[config.mk]
export PLATFORM = sky130hd
export DESIGN_NAME = sine_phase_sequencer_flat
export DESIGN_NICKNAME = d
export VERILOG_FILES = /design/src/rtl/dds_pkg.sv /design/src/rtl/sine_phase_sequencer_if.sv /design/src/rtl/sine_phase_sequencer_phase_offset_gen.sv /design/src/rtl/sine_phase_sequencer.sv /design/src/flat_wrapper.sv
export SDC_FILE = /design/constraint.sdc
export NUM_CORES = 1
export LEC_CHECK = 0
export ABC_AREA = 0
export BUFFER_PORTS_ARGS = -buffer_cell sky130_fd_sc_hd__buf_2
export CAP_MARGIN = 15
export CORE_MARGIN = 5
export CORE_UTILIZATION = 58
export DETAILED_ROUTE_END_ITERATION = 10
export GPL_TIMING_DRIVEN = 0
export PLACE_DENSITY_LB_ADDON = 0.25
export SYNTH_ARGS = -nofsm -noshare
export SYNTH_HDL_FRONTEND = slang
export SYNTH_SLANG_ARGS = --single-unit
[constraint.sdc]
create_clock -name clk -period 5.8 [get_ports clk]
set_clock_uncertainty 0.1 [all_clocks]
set_input_delay 1.16 -clock clk [delete_from_list [all_inputs] [get_ports clk]]
set_output_delay 1.16 -clock clk [all_outputs]
set_load 0.01 [all_outputs]
[src/rtl/dds_pkg.sv]
// Shared constants and FSM state type for the three-phase sine DDS sequencer.
package dds_pkg;
    localparam int PHASE_W  = 32;
    localparam int ADDR_W   = 15;
    localparam int DATA_W   = 16;
    localparam int OFF_120  = 10923;
    localparam int OFF_240  = 21845;
    localparam int LUT_LAT  = 1;
    localparam int DRAIN_CW = $clog2(LUT_LAT + 2);

    typedef enum logic [1:0] {
        IDLE  = 2'd0,
        RUN   = 2'd1,
        DRAIN = 2'd2
    } state_t;
endpackage

[src/rtl/sine_phase_sequencer_if.sv]
// Configuration handshake bundle: tuning word and global phase offered with valid/ready.
interface sine_phase_sequencer_if;
    logic                          cfg_valid;
    logic                          cfg_ready;
    logic [dds_pkg::PHASE_W-1:0]   cfg_ftw;
    logic [dds_pkg::ADDR_W-1:0]    cfg_phase;

    modport master (output cfg_valid, output cfg_ftw, output cfg_phase, input cfg_ready);
    modport slave  (input cfg_valid, input cfg_ftw, input cfg_phase, output cfg_ready);
endinterface

[src/rtl/sine_phase_sequencer_phase_offset_gen.sv]
// Combinational table-address generator: phase-shifted base plus 120/240 degree offsets.
module phase_offset_gen
    import dds_pkg::*;
(
    input  logic [ADDR_W-1:0] acc_top,
    input  logic [ADDR_W-1:0] phase,
    output logic [ADDR_W-1:0] addr1,
    output logic [ADDR_W-1:0] addr2,
    output logic [ADDR_W-1:0] addr3
);
    logic [ADDR_W-1:0] base;

    assign base  = acc_top + phase;
    assign addr1 = base;
    assign addr2 = base + ADDR_W'(OFF_120);
    assign addr3 = base + ADDR_W'(OFF_240);
endmodule

[src/rtl/sine_phase_sequencer.sv]
// Three-phase DDS controller: phase accumulator, run/drain FSM, wrap-synchronous
// configuration update and re-alignment of the returned table data.
module sine_phase_sequencer
    import dds_pkg::*;
(
    input  logic                   clk,
    input  logic                   rst_n,
    input  logic                   enable,
    input  logic                   sample_tick,
    sine_phase_sequencer_if.slave  cfg,
    output logic [ADDR_W-1:0]      address1,
    output logic [ADDR_W-1:0]      address2,
    output logic [ADDR_W-1:0]      address3,
    input  logic [DATA_W-1:0]      lut_data1,
    input  logic [DATA_W-1:0]      lut_data2,
    input  logic [DATA_W-1:0]      lut_data3,
    output logic [DATA_W-1:0]      sample1,
    output logic [DATA_W-1:0]      sample2,
    output logic [DATA_W-1:0]      sample3,
    output logic                   sample_valid,
    output logic                   wrap,
    output logic                   busy
);
    state_t                state_q, state_d;
    logic [PHASE_W-1:0]    acc_q, acc_d, ftw_q, ftw_d, pend_ftw_q, pend_ftw_d;
    logic [ADDR_W-1:0]     phase_q, phase_d, pend_phase_q, pend_phase_d;
    logic                  pend_valid_q, pend_valid_d;
    logic [DRAIN_CW-1:0]   drain_cnt_q, drain_cnt_d;
    logic [LUT_LAT:0]      tick_pipe_q, tick_pipe_d;
    logic [ADDR_W-1:0]     addr1_q, addr1_d, addr2_q, addr2_d, addr3_q, addr3_d;
    logic [DATA_W-1:0]     smp1_q, smp1_d, smp2_q, smp2_d, smp3_q, smp3_d;
    logic                  sample_valid_q, sample_valid_d, wrap_q, wrap_d;
    logic                  cfg_accept, adv, carry;
    logic [PHASE_W-1:0]    acc_sum;
    logic [ADDR_W-1:0]     gen_a1, gen_a2, gen_a3;

    // One pending slot in RUN; the handshake stalls until the slot drains at wrap.
    assign cfg.cfg_ready = (state_q == IDLE) || ((state_q == RUN) && !pend_valid_q);
    assign cfg_accept    = cfg.cfg_valid && cfg.cfg_ready;
    assign adv           = (state_q == RUN) && sample_tick;
    assign {carry, acc_sum} = {1'b0, acc_q} + {1'b0, ftw_q};

    phase_offset_gen u_offset (
        .acc_top (acc_sum[PHASE_W-1 -: ADDR_W]),
        .phase   (phase_q),
        .addr1   (gen_a1),
        .addr2   (gen_a2),
        .addr3   (gen_a3)
    );

    always_comb begin
        state_d        = state_q;
        acc_d          = acc_q;
        ftw_d          = ftw_q;
        phase_d        = phase_q;
        pend_ftw_d     = pend_ftw_q;
        pend_phase_d   = pend_phase_q;
        pend_valid_d   = pend_valid_q;
        drain_cnt_d    = drain_cnt_q;
        wrap_d         = 1'b0;
        addr1_d        = addr1_q;
        addr2_d        = addr2_q;
        addr3_d        = addr3_q;

        if (adv) begin
            acc_d   = acc_sum;
            wrap_d  = carry;
            addr1_d = gen_a1;
            addr2_d = gen_a2;
            addr3_d = gen_a3;
        end

        case (state_q)
            IDLE: begin
                if (cfg_accept) begin
                    ftw_d   = cfg.cfg_ftw;
                    phase_d = cfg.cfg_phase;
                end
                if (enable) state_d = RUN;
            end
            RUN: begin
                if (adv && carry && pend_valid_q) begin
                    ftw_d        = pend_ftw_q;
                    phase_d      = pend_phase_q;
                    pend_valid_d = 1'b0;
                end
                if (cfg_accept) begin
                    pend_ftw_d   = cfg.cfg_ftw;
                    pend_phase_d = cfg.cfg_phase;
                    pend_valid_d = 1'b1;
                end
                if (!enable) begin
                    state_d     = DRAIN;
                    drain_cnt_d = '0;
                end
            end
            DRAIN: begin
                if (drain_cnt_q == DRAIN_CW'(LUT_LAT)) begin
                    state_d = IDLE;
                    acc_d   = '0;
                    if (pend_valid_q) begin
                        ftw_d        = pend_ftw_q;
                        phase_d      = pend_phase_q;
                        pend_valid_d = 1'b0;
                    end
                end else begin
                    drain_cnt_d = drain_cnt_q + 1'b1;
                end
            end
            default: state_d = IDLE;
        endcase

        // Tick travels alongside the table read so the capture lines up with its data.
        tick_pipe_d    = {tick_pipe_q[LUT_LAT-1:0], adv};
        sample_valid_d = tick_pipe_q[LUT_LAT];
        smp1_d         = tick_pipe_q[LUT_LAT] ? lut_data1 : smp1_q;
        smp2_d         = tick_pipe_q[LUT_LAT] ? lut_data2 : smp2_q;
        smp3_d         = tick_pipe_q[LUT_LAT] ? lut_data3 : smp3_q;
    end

    always_ff @(posedge clk or negedge rst_n) begin
        if (!rst_n) begin
            state_q        <= IDLE;
            acc_q          <= '0;
            ftw_q          <= '0;
            phase_q        <= '0;
            pend_ftw_q     <= '0;
            pend_phase_q   <= '0;
            pend_valid_q   <= 1'b0;
            drain_cnt_q    <= '0;
            tick_pipe_q    <= '0;
            addr1_q        <= '0;
            addr2_q        <= '0;
            addr3_q        <= '0;
            smp1_q         <= '0;
            smp2_q         <= '0;
            smp3_q         <= '0;
            sample_valid_q <= 1'b0;
            wrap_q         <= 1'b0;
        end else begin
            state_q        <= state_d;
            acc_q          <= acc_d;
            ftw_q          <= ftw_d;
            phase_q        <= phase_d;
            pend_ftw_q     <= pend_ftw_d;
            pend_phase_q   <= pend_phase_d;
            pend_valid_q   <= pend_valid_d;
            drain_cnt_q    <= drain_cnt_d;
            tick_pipe_q    <= tick_pipe_d;
            addr1_q        <= addr1_d;
            addr2_q        <= addr2_d;
            addr3_q        <= addr3_d;
            smp1_q         <= smp1_d;
            smp2_q         <= smp2_d;
            smp3_q         <= smp3_d;
            sample_valid_q <= sample_valid_d;
            wrap_q         <= wrap_d;
        end
    end

    assign address1     = addr1_q;
    assign address2     = addr2_q;
    assign address3     = addr3_q;
    assign sample1      = smp1_q;
    assign sample2      = smp2_q;
    assign sample3      = smp3_q;
    assign sample_valid = sample_valid_q;
    assign wrap         = wrap_q;
    assign busy         = (state_q != IDLE);
endmodule

[src/flat_wrapper.sv]
// flat-port wrapper written by rule: the top's interface ports become plain ports
module sine_phase_sequencer_flat import dds_pkg::*;
  (clk, rst_n, enable, sample_tick, address1, address2, address3, lut_data1, lut_data2, lut_data3, sample1, sample2, sample3, sample_valid, wrap, busy, cfg_cfg_valid, cfg_cfg_ftw, cfg_cfg_phase, cfg_cfg_ready);
  sine_phase_sequencer_if cfg_i ();
  input  logic clk;
  input  logic rst_n;
  input  logic enable;
  input  logic sample_tick;
  output logic [ADDR_W-1:0] address1;
  output logic [ADDR_W-1:0] address2;
  output logic [ADDR_W-1:0] address3;
  input  logic [DATA_W-1:0] lut_data1;
  input  logic [DATA_W-1:0] lut_data2;
  input  logic [DATA_W-1:0] lut_data3;
  output logic [DATA_W-1:0] sample1;
  output logic [DATA_W-1:0] sample2;
  output logic [DATA_W-1:0] sample3;
  output logic sample_valid;
  output logic wrap;
  output logic busy;
  input wire logic [$bits(cfg_i.cfg_valid)-1:0] cfg_cfg_valid;
  input wire logic [$bits(cfg_i.cfg_ftw)-1:0] cfg_cfg_ftw;
  input wire logic [$bits(cfg_i.cfg_phase)-1:0] cfg_cfg_phase;
  output wire logic [$bits(cfg_i.cfg_ready)-1:0] cfg_cfg_ready;
  assign cfg_i.cfg_valid = cfg_cfg_valid;
  assign cfg_i.cfg_ftw = cfg_cfg_ftw;
  assign cfg_i.cfg_phase = cfg_cfg_phase;
  assign cfg_cfg_ready = cfg_i.cfg_ready;
  sine_phase_sequencer u_core (.clk(clk), .rst_n(rst_n), .enable(enable), .sample_tick(sample_tick), .cfg(cfg_i), .address1(address1), .address2(address2), .address3(address3), .lut_data1(lut_data1), .lut_data2(lut_data2), .lut_data3(lut_data3), .sample1(sample1), .sample2(sample2), .sample3(sample3), .sample_valid(sample_valid), .wrap(wrap), .busy(busy));
endmodule
### Yosys cells after proc, flatten, opt, wreduce, memory -nomap -nowiden

Index checks and enable logic that the tools add are counted.

* bits in registers: 228
* bits of input ports: 100

* reduce and logical (&&, ||, !) cells: 16
* muxes and demuxes: 25
* equality and inequality tests: 11
* add/sub/neg operators: 5

Operators by type and width (number)
* 2-to-1 mux 32 bit: 7
* one-hot mux 32 bit (3 select lines): 1
* 2-to-1 mux 15 bit: 4
* one-hot mux 15 bit (3 select lines): 1
* adder 32 x 32 -> 33 bit: 1
* adder 15 x 14 -> 15 bit (second input constant): 1
* adder 15 bit: 1
* adder 15 bit (second input constant): 1
* 2-to-1 mux 2 bit: 5
* AND reduction 3 bit: 3
* != test 2 bit (second input constant): 4
* != test 2 x 1 -> 1 bit (second input constant): 3
* one-hot mux 2 bit (3 select lines): 1
* logical AND 1 bit: 5
* AND reduction 5 bit: 1
* == test 2 x 1 -> 1 bit (second input constant): 2
* 2-to-1 mux 1 bit: 4
* one-hot mux 2 bit (2 select lines): 1
* nonzero test 2 bit: 2
* != test 3 x 2 -> 1 bit (second input constant): 1
* nonzero test 3 bit: 1
* adder 2 x 1 -> 2 bit (second input constant): 1
* == test 2 bit (second input constant): 1
* zero test 2 bit: 1
* other kinds (4): 4

### Depth between registers and ports, before layout

Gate-level depths: netlist of the first run.

* depth after elaboration: 7
* mapped depth: 22
* mapped depth without buffers: 22

### Hierarchy

Synthesis of the first run repeated with hierarchy kept, for this count alone.

* cell total of the unflattened synthesis: 1180
* area total of the unflattened synthesis: 12537.0 um2

Modules (own cells, without submodules)
* sine_phase_sequencer: area an instance 11144.4 um2, sequential area each 5705.5 um2, cells an instance 1004, times used 1
* phase_offset_gen: area an instance 1392.6 um2, sequential area each 0.0 um2, cells an instance 176, times used 1

### Worst setup path before layout of the first run

OpenSTA, ideal clock, no wires.

* path type: flip-flop to flip-flop
* start point: register u_core.ftw_q[6]
* end point: register u_core.addr3_q[14], in the netlist u_core.address3[14]
* setup time: 0.124 ns
* path buffers: 0
* stages on the path, launching flop included: 22
* arrival time: 4.789 ns
* required time: 5.576 ns
* setup slack: 0.787 ns
* clock period less this slack: 5.013 ns
* cells stage by stage: dfrtp_1 ha_1 a21oi_1 nand2_1 o21a_2 o21ai_0 a21boi_1 o21a_1 o21ai_0 and2_1 ha_1 inv_1 fa_1 nand3b_1 a31oi_1 o21a_2 a211oi_2 or4_1 nand3_1 xor3_2 nor3b_1 o31a_1

* longest elaborated chain between the ends: 3

Ends and longest elaborated chain
* start: declaration: line sine_phase_sequencer.sv:25 `logic [PHASE_W-1:0] acc_q, acc_d, ftw_q, ftw_d, pend_ftw_q, pend_ftw_d;`
* start signal: assignment: line sine_phase_sequencer.sv:143 `ftw_q <= ftw_d;`
* adder 32 x 32 -> 33 bit: line sine_phase_sequencer.sv:41 `assign {carry, acc_sum} = {1'b0, acc_q} + {1'b0, ftw_q};`
* adder 15 bit: line sine_phase_sequencer_phase_offset_gen.sv:13 `assign base = acc_top + phase;`
* adder 15 bit: line sine_phase_sequencer_phase_offset_gen.sv:16 `assign addr3 = base + ADDR_W'(OFF_240);`
* end signal: assignment: line sine_phase_sequencer.sv:152 `addr3_q <= addr3_d;`
* end: declaration: line sine_phase_sequencer.sv:30 `logic [ADDR_W-1:0] addr1_q, addr1_d, addr2_q, addr2_d, addr3_q, addr3_d;`

Every way passes these cells.
A chain may end at the register's enable or synchronous reset.

### Worst setup path in the final report of the first run

* start point: register u_core.ftw_q[0]
* end point: register u_core.addr3_q[14], in the netlist u_core.address3[14]

Same word-level chain as after synthesis.

==> reports/metrics.csv, run 1 <==
stage,metric,value,unit
status,status,finished clean,
synthesis,synth_edf_count,0,
setup_path,cp.required,6.11,ns
clocking,cts_setup_buffers,0,
timing,fmax,0.183,GHz
timing,worst_pin_slew,0.867,ns
floorplan,die_area,24900,sq um
global_route,first_global_vias,9954,
synthesis,ys_ff_latch,227,
clocking,cts_buffers,25,
floorplan,rows,54,
clocking,cts_root_buffer,clkbuf_16,
placement,io_buffers,196,
timing,relSlewSlack,0.422,
drt,vias,10100,
timing,rsz0062_at_grt,false,
global_route,antenna_found_initial,0,
timing,period_needed,5.48,ns
floorplan,die_w,158,um
synthesis,netlist_area,12600,sq um
clocking,cts_tree,yes,
synthesis,yosysSeqAreaShare,0.449,
floorplan,die_y,158,um
clocking,clock_latency,0.53,ns
placement,hpwl,24.5,mm
timing,post-route-period-util,0.945,
setup_path,critPathKind,reg -> reg,
synthesis,async_flop_share,1.00,
timing,worst_hold_slack,0.249,ns
setup_path,cp_max_fo,7,
clocking,h-tree-depth,1,
drt,drt_iter0_drc,648,
global_route,grt_overflow,0,
synthesis,synth_ff_type,dfrtp_1,
timing,slew_viol_final,0,
drt,post_drt_wl_per_cell,18.9,um
drt,drt-vias-per-instance,5.81,
synthesis,syn_nets,1373,
job,maxCapViolCount,0,
synthesis,syn_inst,1214,
global_route,track_usage,0.260,
drt,ant_nets,0,
floorplan,pin_count,197,
cells_and_area,insertedDiodeCount,0,
global_route,grt_first_pass_wirelength,52.2,mm
drt,drcViolationCount,0,
setup_path,arrival,5.79,ns
clocking,clk_pin_slew,0.06,ns
synthesis,synth_warnings,0,
timing,finalSetupViolations,0,
clocking,clockBufferDepth,3,
cells_and_area,nets,1597,
setup_path,end_kind,register,
placement,place.gp.congestion,0.926,
clocking,holdBufCountCts,0,
floorplan,fp.coreArea,21600,sq um
cells_and_area,drive_gt1_frac,0.287,
synthesis,synth.distinct_cells,91,
drt,drt_first_pass_iters,7,
timing,finalHoldViolCount,0,
drt,wl,32.8,mm
clocking,clkSinkCount,227,
synthesis,synth.avg_cell_area,10.4,sq um
cells_and_area,syn2layout_area_growth,17.7,%
floorplan,initial_utilization,0.585,
setup_path,cp-start-kind,register,
hold_path,hp-class,reg -> reg,
global_route,grt_max_degree,117,
-- critical path, stage by stage (launching register included) --
cell and delay [ns]:
dfrtp_1 0.39, ha_1 0.20, inv_1 0.06, fa_1 0.40, nor2b_1 0.18, o21a_1 0.17
o21ai_2 0.08, a22oi_2 0.27, a221o_2 0.32, a211oi_2 0.12, xnor2_2 0.28, inv_1 0.10
fa_1 0.48, nand3b_1 0.26, a31oi_4 0.22, o21a_4 0.20, a211oi_2 0.10, or4_1 0.48
nand3_1 0.13, xor3_2 0.34, nor3b_1 0.17, o31a_1 0.29
-- synth_stat cells (all sizes together), types with 8 or more instances --
library cell  instances  area share
ha                   57       0.056
a21boi               10      0.0059
dfrtp               227        0.45
mux2i                50       0.040
nand3                16      0.0063
a21o                 19       0.011
nor3                 59       0.023
xnor2                26       0.019
inv                  30      0.0089
nand2               122       0.036
clkbuf               50       0.016
a211oi               58       0.047
buf                  16      0.0087
o21a                 11      0.0068
xor2                 16       0.013
a21oi                58       0.024
or3                   8      0.0040
o21ai                75       0.030
and3                 13      0.0064
a31oi                 8      0.0040
nor2                 91       0.027
mux2                 96       0.085
nand2b                9      0.0045
-- layout by cell type, fill, tap and decap left out, types with 4 or more instances in the layout --
cell       Yosys  final
or3_1          8      8
a21boi_1       6      7
and2_1         4      4
o21ai_1       13     14
xnor2_1       25     22
nand3_1       16     16
clkbuf_16      0     25
a211oi_1      27     26
mux2_2        96     96
nand2b_1       9      9
buf_2          4    199
o21ai_0       60     58
nor2b_1        5      5
clkbuf_1      49     56
a21o_1        19     19
buf_6          5      5
o211ai_1       4      4
a31oi_1        8      7
o21a_1         8      8
nor2_1        89     89
inv_1         30     30
xor2_1        14     14
mux2i_1       50     50
xnor2_2        1      4
a211oi_2      30     31
buf_1          5      5
a21oi_1       56     54
dfrtp_1      227    227
nor3b_1        6      5
ha_1          57     56
and3_1        13     13
nand4_1        5      5
clkbuf_8       1      8
nand2_1      122    122
nand3b_1       4      4
nor3_1        59     59
-- metal layers --
metal  wire, um  vias up  GRT usage
li1           -     4826          -
met1      14300     4823      0.364
met2      15000      372      0.424
met3       2420       65     0.0375
met4       1060        0     0.0803
met5          0        -          0
-- stage by stage --
stage          utilization  cell area [sq um]  TNS (ns)  std cells  worst slack (ns)
3_5_place_dp         0.648              14000   -0.0291       1691           -0.0291
6_report             0.689              14900         0       1736             0.321
2_1_floorplan            -              12600         0       1214             0.787
5_1_grt              0.689              14900         0       1736         0.0000910
4_1_cts              0.685              14800         0       1736            0.0201
3_3_place_gp         0.647              14000   -109.16       1690            -0.514
-- sequential cells by signal, summed over array words and instances (netlist names) --
signal,count
u_core.wrap,1
u_core.pend_valid_q,1
u_core.sample_valid,1
u_core.ftw_q,32
u_core.address2,14
u_core.state_q,2
u_core.phase_q,15
u_core.sample3,16
u_core.sample2,16
u_core.tick_pipe_q,2
u_core.pend_phase_q,15
u_core.acc_q,32
u_core.sample1,16
u_core.address3,15
u_core.drain_cnt_q,2
u_core.address1,15
u_core.pend_ftw_q,32
-- what timing repair did --
item	CTS	global route
setup endpoints to repair	1	8
pin swaps	0	2
resized for setup	1	17
gates cloned	0	0
-- area by class of cell --
type	count	area, sq um
Fill cell	1639	6730
Sequential cell	227	5680
Clock inverter	6	43.8
Inverter	30	113
Multi-Input combinational cell	891	6630
Clock buffer	39	748
Timing Repair Buffer	197	1020
Tap cell	280	350
Buffer	66	308
-- path summary, 6_finish.rpt --
path | startpoint | end | slack, ns | depth (start not counted)
max | u_core.ftw_q[0]$_DFFE_PN0P_ | u_core.address3[14]$_DFFE_PN0P_ | 0.32 | 21
min | u_core.tick_pipe_q[0]$_DFF_PN0_ | u_core.tick_pipe_q[1]$_DFF_PN0_ | 0.25 | 0
max reg2reg | u_core.ftw_q[0]$_DFFE_PN0P_ | u_core.address3[14]$_DFFE_PN0P_ | 0.32 | 21
min reg2reg | u_core.tick_pipe_q[0]$_DFF_PN0_ | u_core.tick_pipe_q[1]$_DFF_PN0_ | 0.25 | 0
max in group asynchronous | rst_n | u_core.address2[4]$_DFFE_PN0P_ | 3.89 | 2
min in group asynchronous | rst_n | u_core.sample1[0]$_DFFE_PN0P_ | 0.61 | 1
-- kinds of logic (layout without fill, tap and decap cells) --
| group | count (synthesis) | after routing | synth area share |
|---|---|---|---|
| simple gates | 352 | 352 | 0.127 |
| compound gates | 291 | 291 | 0.173 |
| flops | 227 | 227 | 0.449 |
| mux | 146 | 146 | 0.125 |
| buf+inv | 96 | 338 | 0.0332 |
| fa+ha+maj | 59 | 59 | 0.0595 |
| xor+xnor | 43 | 43 | 0.0337 |
Power of run 1 is not shown: default switching activity piles up to over one toggle a cycle in this logic, so the estimate is an artifact.
==> run 2: changes to the inputs <==
--- a/config.mk
+++ b/config.mk
@@ -5,11 +5,11 @@
 export SDC_FILE = /design/constraint.sdc
 export NUM_CORES = 1
 export LEC_CHECK = 0
-export ABC_AREA = 0
 export BUFFER_PORTS_ARGS = -buffer_cell sky130_fd_sc_hd__buf_2
 export CAP_MARGIN = 15
+export CORE_ASPECT_RATIO = 0.5
 export CORE_MARGIN = 5
-export CORE_UTILIZATION = 58
+export CORE_UTILIZATION = 59
 export DETAILED_ROUTE_END_ITERATION = 10
 export GPL_TIMING_DRIVEN = 0
 export PLACE_DENSITY_LB_ADDON = 0.25
==> constraint.sdc (replaced) <==
create_clock -name clk -period 6.4 [get_ports clk]
set_clock_uncertainty 0.1 [all_clocks]
set_input_delay 1.28 -clock clk [delete_from_list [all_inputs] [get_ports clk]]
set_output_delay 1.28 -clock clk [all_outputs]
set_load 0.01 [all_outputs]
==> reports/metrics.csv, run 2 (synthesis results as in run 1) <==
stage,metric,value,unit,change
status,status,finished clean,,
drt,drt-vias-per-instance,5.93,,+2.1%
cells_and_area,insertedDiodeCount,0,,unchanged
cells_and_area,final_common_cell,dfrtp_1,,
timing,worst_pin_slew,0.920,ns,+0.0530 ns
cells_and_area,reg_top3,"u_core.acc_q (32), u_core.ftw_q (32), u_core.pend_ftw_q (32)",,
floorplan,pin_count,197,,unchanged
global_route,track_usage,0.266,,+0.00546
cells_and_area,syn2layout_area_growth,16.3,%,
timing,fmax,0.171,GHz,-6.0%
setup_path,cp_max_fo,5,,-2
hold_path,hp-class,reg -> reg,,
setup_path,max_stage_delay,0.48,ns,about the same
setup_path,arrival,6.14,ns,+0.35 ns
clocking,h-tree-depth,1,,unchanged
cells_and_area,mostFrequentLayoutCells,"227 x dfrtp_1, 199 x buf_2, 122 x nand2_1",,
clocking,clkSinkCount,227,,unchanged
global_route,grt_overflow,0,,unchanged
timing,tns,0,ns,unchanged
floorplan,die_w,217,um,+38%
drt,drcViolationCount,0,,unchanged
clocking,cts_root_buffer,clkbuf_16,,
floorplan,fp.coreArea,20800,sq um,-3.6%
cells_and_area,n_fill_cell,1569,,-4.3%
placement,hpwl,25.2,mm,+3.1%
clocking,clk_pin_slew,0.07,ns,about the same
global_route,antenna_found_initial,0,,unchanged
clocking,holdBufCountCts,0,,unchanged
setup_path,cp.required,6.70,ns,+0.59 ns
clocking,cts_tree,yes,,
drt,vias,10200,,+1.1%
clocking,cts_buffers,21,,-16%
timing,post-route-period-util,0.911,,-0.0336
timing,finalHoldViolCount,0,,unchanged
floorplan,initial_utilization,0.607,,+0.0221
setup_path,end_kind,register,,
timing,period_needed,5.83,ns,+0.352 ns
floorplan,die_y,114,um,-28%
placement,place.gp.congestion,0.916,,-1.1%
setup_path,critPathKind,reg -> reg,,
drt,drt_iter0_drc,740,,+14%
drt,drt_first_pass_iters,5,,-2
clocking,cts_setup_buffers,0,,unchanged
drt,wl,33.0,mm,+0.62%
setup_path,worstPathCellList,"ha_1, a21oi_1, nand2_1, o21a_2, o21ai_0, a21boi_1, o21a_1, o21ai_0, and2_1, ha_1, inv_1, fa_1, nand3b_1, a31oi_1, o21a_2, a211oi_2, or4_1, nand3_1, xor3_2, nor3b_1, o31a_1",,
floorplan,die_area,24600,sq um,-0.87%
setup_path,cp_slowest_cell,or4_1,,
floorplan,rows,37,,-31%
placement,post-place-cells,1684,,-0.41%
drt,post_drt_wl_per_cell,19.2,um,+1.6%
timing,finalSetupViolations,0,,unchanged
global_route,grt_max_degree,116,,-0.85%
global_route,grt_first_pass_wirelength,52.9,mm,+1.4%
cells_and_area,nets,1593,,-0.25%
cells_and_area,drive_gt1_frac,0.277,,-0.0105
clocking,post_cts_resized,0,,-1
drt,ant_nets,0,,unchanged
clocking,clock_latency,0.53,ns,about the same
cells_and_area,fin_cells,1719,,-0.98%
timing,slew_viol_final,0,,unchanged
placement,io_buffers,196,,unchanged
clocking,clockBufferDepth,3,,unchanged
job,maxCapViolCount,0,,unchanged
global_route,first_global_vias,10200,,+2.1%
timing,rsz0062_at_grt,false,,
timing,relSlewSlack,0.384,,-0.0373
setup_path,cp-start-kind,register,,
-- run 2: area by class of cell --
type | instances | area, sq um | share of cell area
timing repair buffer | 197 | 1020 | 0.0692
inverter | 30 | 113 | 0.00765
clock inverter | 6 | 86.3 | 0.00587
buffer | 66 | 308 | 0.0209
tap | 273 | 342 | 0.0232
multi-input combinational | 891 | 6550 | 0.445
clock buffer | 29 | 616 | 0.0418
sequential | 227 | 5680 | 0.386
-- run 2: per-stage QoR --
| stage | util | setup slack [ns] | instance area, sq um | hold WS [ns] |
|---|---|---|---|---|
| 2_1_floorplan | - | 1.39 | 12600 | 0.231 |
| 3_3_place_gp | 0.671 | 0.142 | 14000 | 0.235 |
| 3_5_place_dp | 0.672 | 0.720 | 14000 | 0.253 |
| 4_1_cts | 0.706 | 0.650 | 14700 | 0.268 |
| 5_1_grt | 0.706 | 0.287 | 14700 | 0.277 |
| 6_report | 0.706 | 0.569 | 14700 | 0.265 |
-- run 2: metal layers --
metal | share of wire | global-route usage | vias to the layer above
met4 | 0.026 | 0.0648 | 0
li1 | - | - | 4826
met5 | 0 | 0 | -
met3 | 0.075 | 0.0615 | 68
met1 | 0.45 | 0.368 | 4963
met2 | 0.45 | 0.431 | 340
-- run 2: path summary, 6_finish.rpt --
path                                                 start  slack (ns)                              end  cells after the start
hold reg to reg            u_core.tick_pipe_q[0]$_DFF_PN0_        0.27  u_core.tick_pipe_q[1]$_DFF_PN0_                      0
hold / removal             u_core.tick_pipe_q[0]$_DFF_PN0_        0.27  u_core.tick_pipe_q[1]$_DFF_PN0_                      0
min in group asynchronous                            rst_n        0.72    u_core.sample3[7]$_DFFE_PN0P_                      1
setup / recovery               u_core.ftw_q[6]$_DFFE_PN0P_        0.57  u_core.address3[14]$_DFFE_PN0P_                     21
max in group asynchronous                            rst_n        4.39       u_core.acc_q[21]$_DFF_PN0_                      2
setup reg to reg               u_core.ftw_q[6]$_DFFE_PN0P_        0.57  u_core.address3[14]$_DFFE_PN0P_                     21
-- run 2: worst max-delay path: cells and delay by family (launching register included) --
family | cells | cell delay, ns
compound gates | 10 | 2.39
xor+xnor | 1 | 0.31
fa+ha+maj | 3 | 1.08
buf+inv | 1 | 0.07
flops | 1 | 0.43
simple gates | 6 | 1.31
Power of run 2 is left out for the same reason.
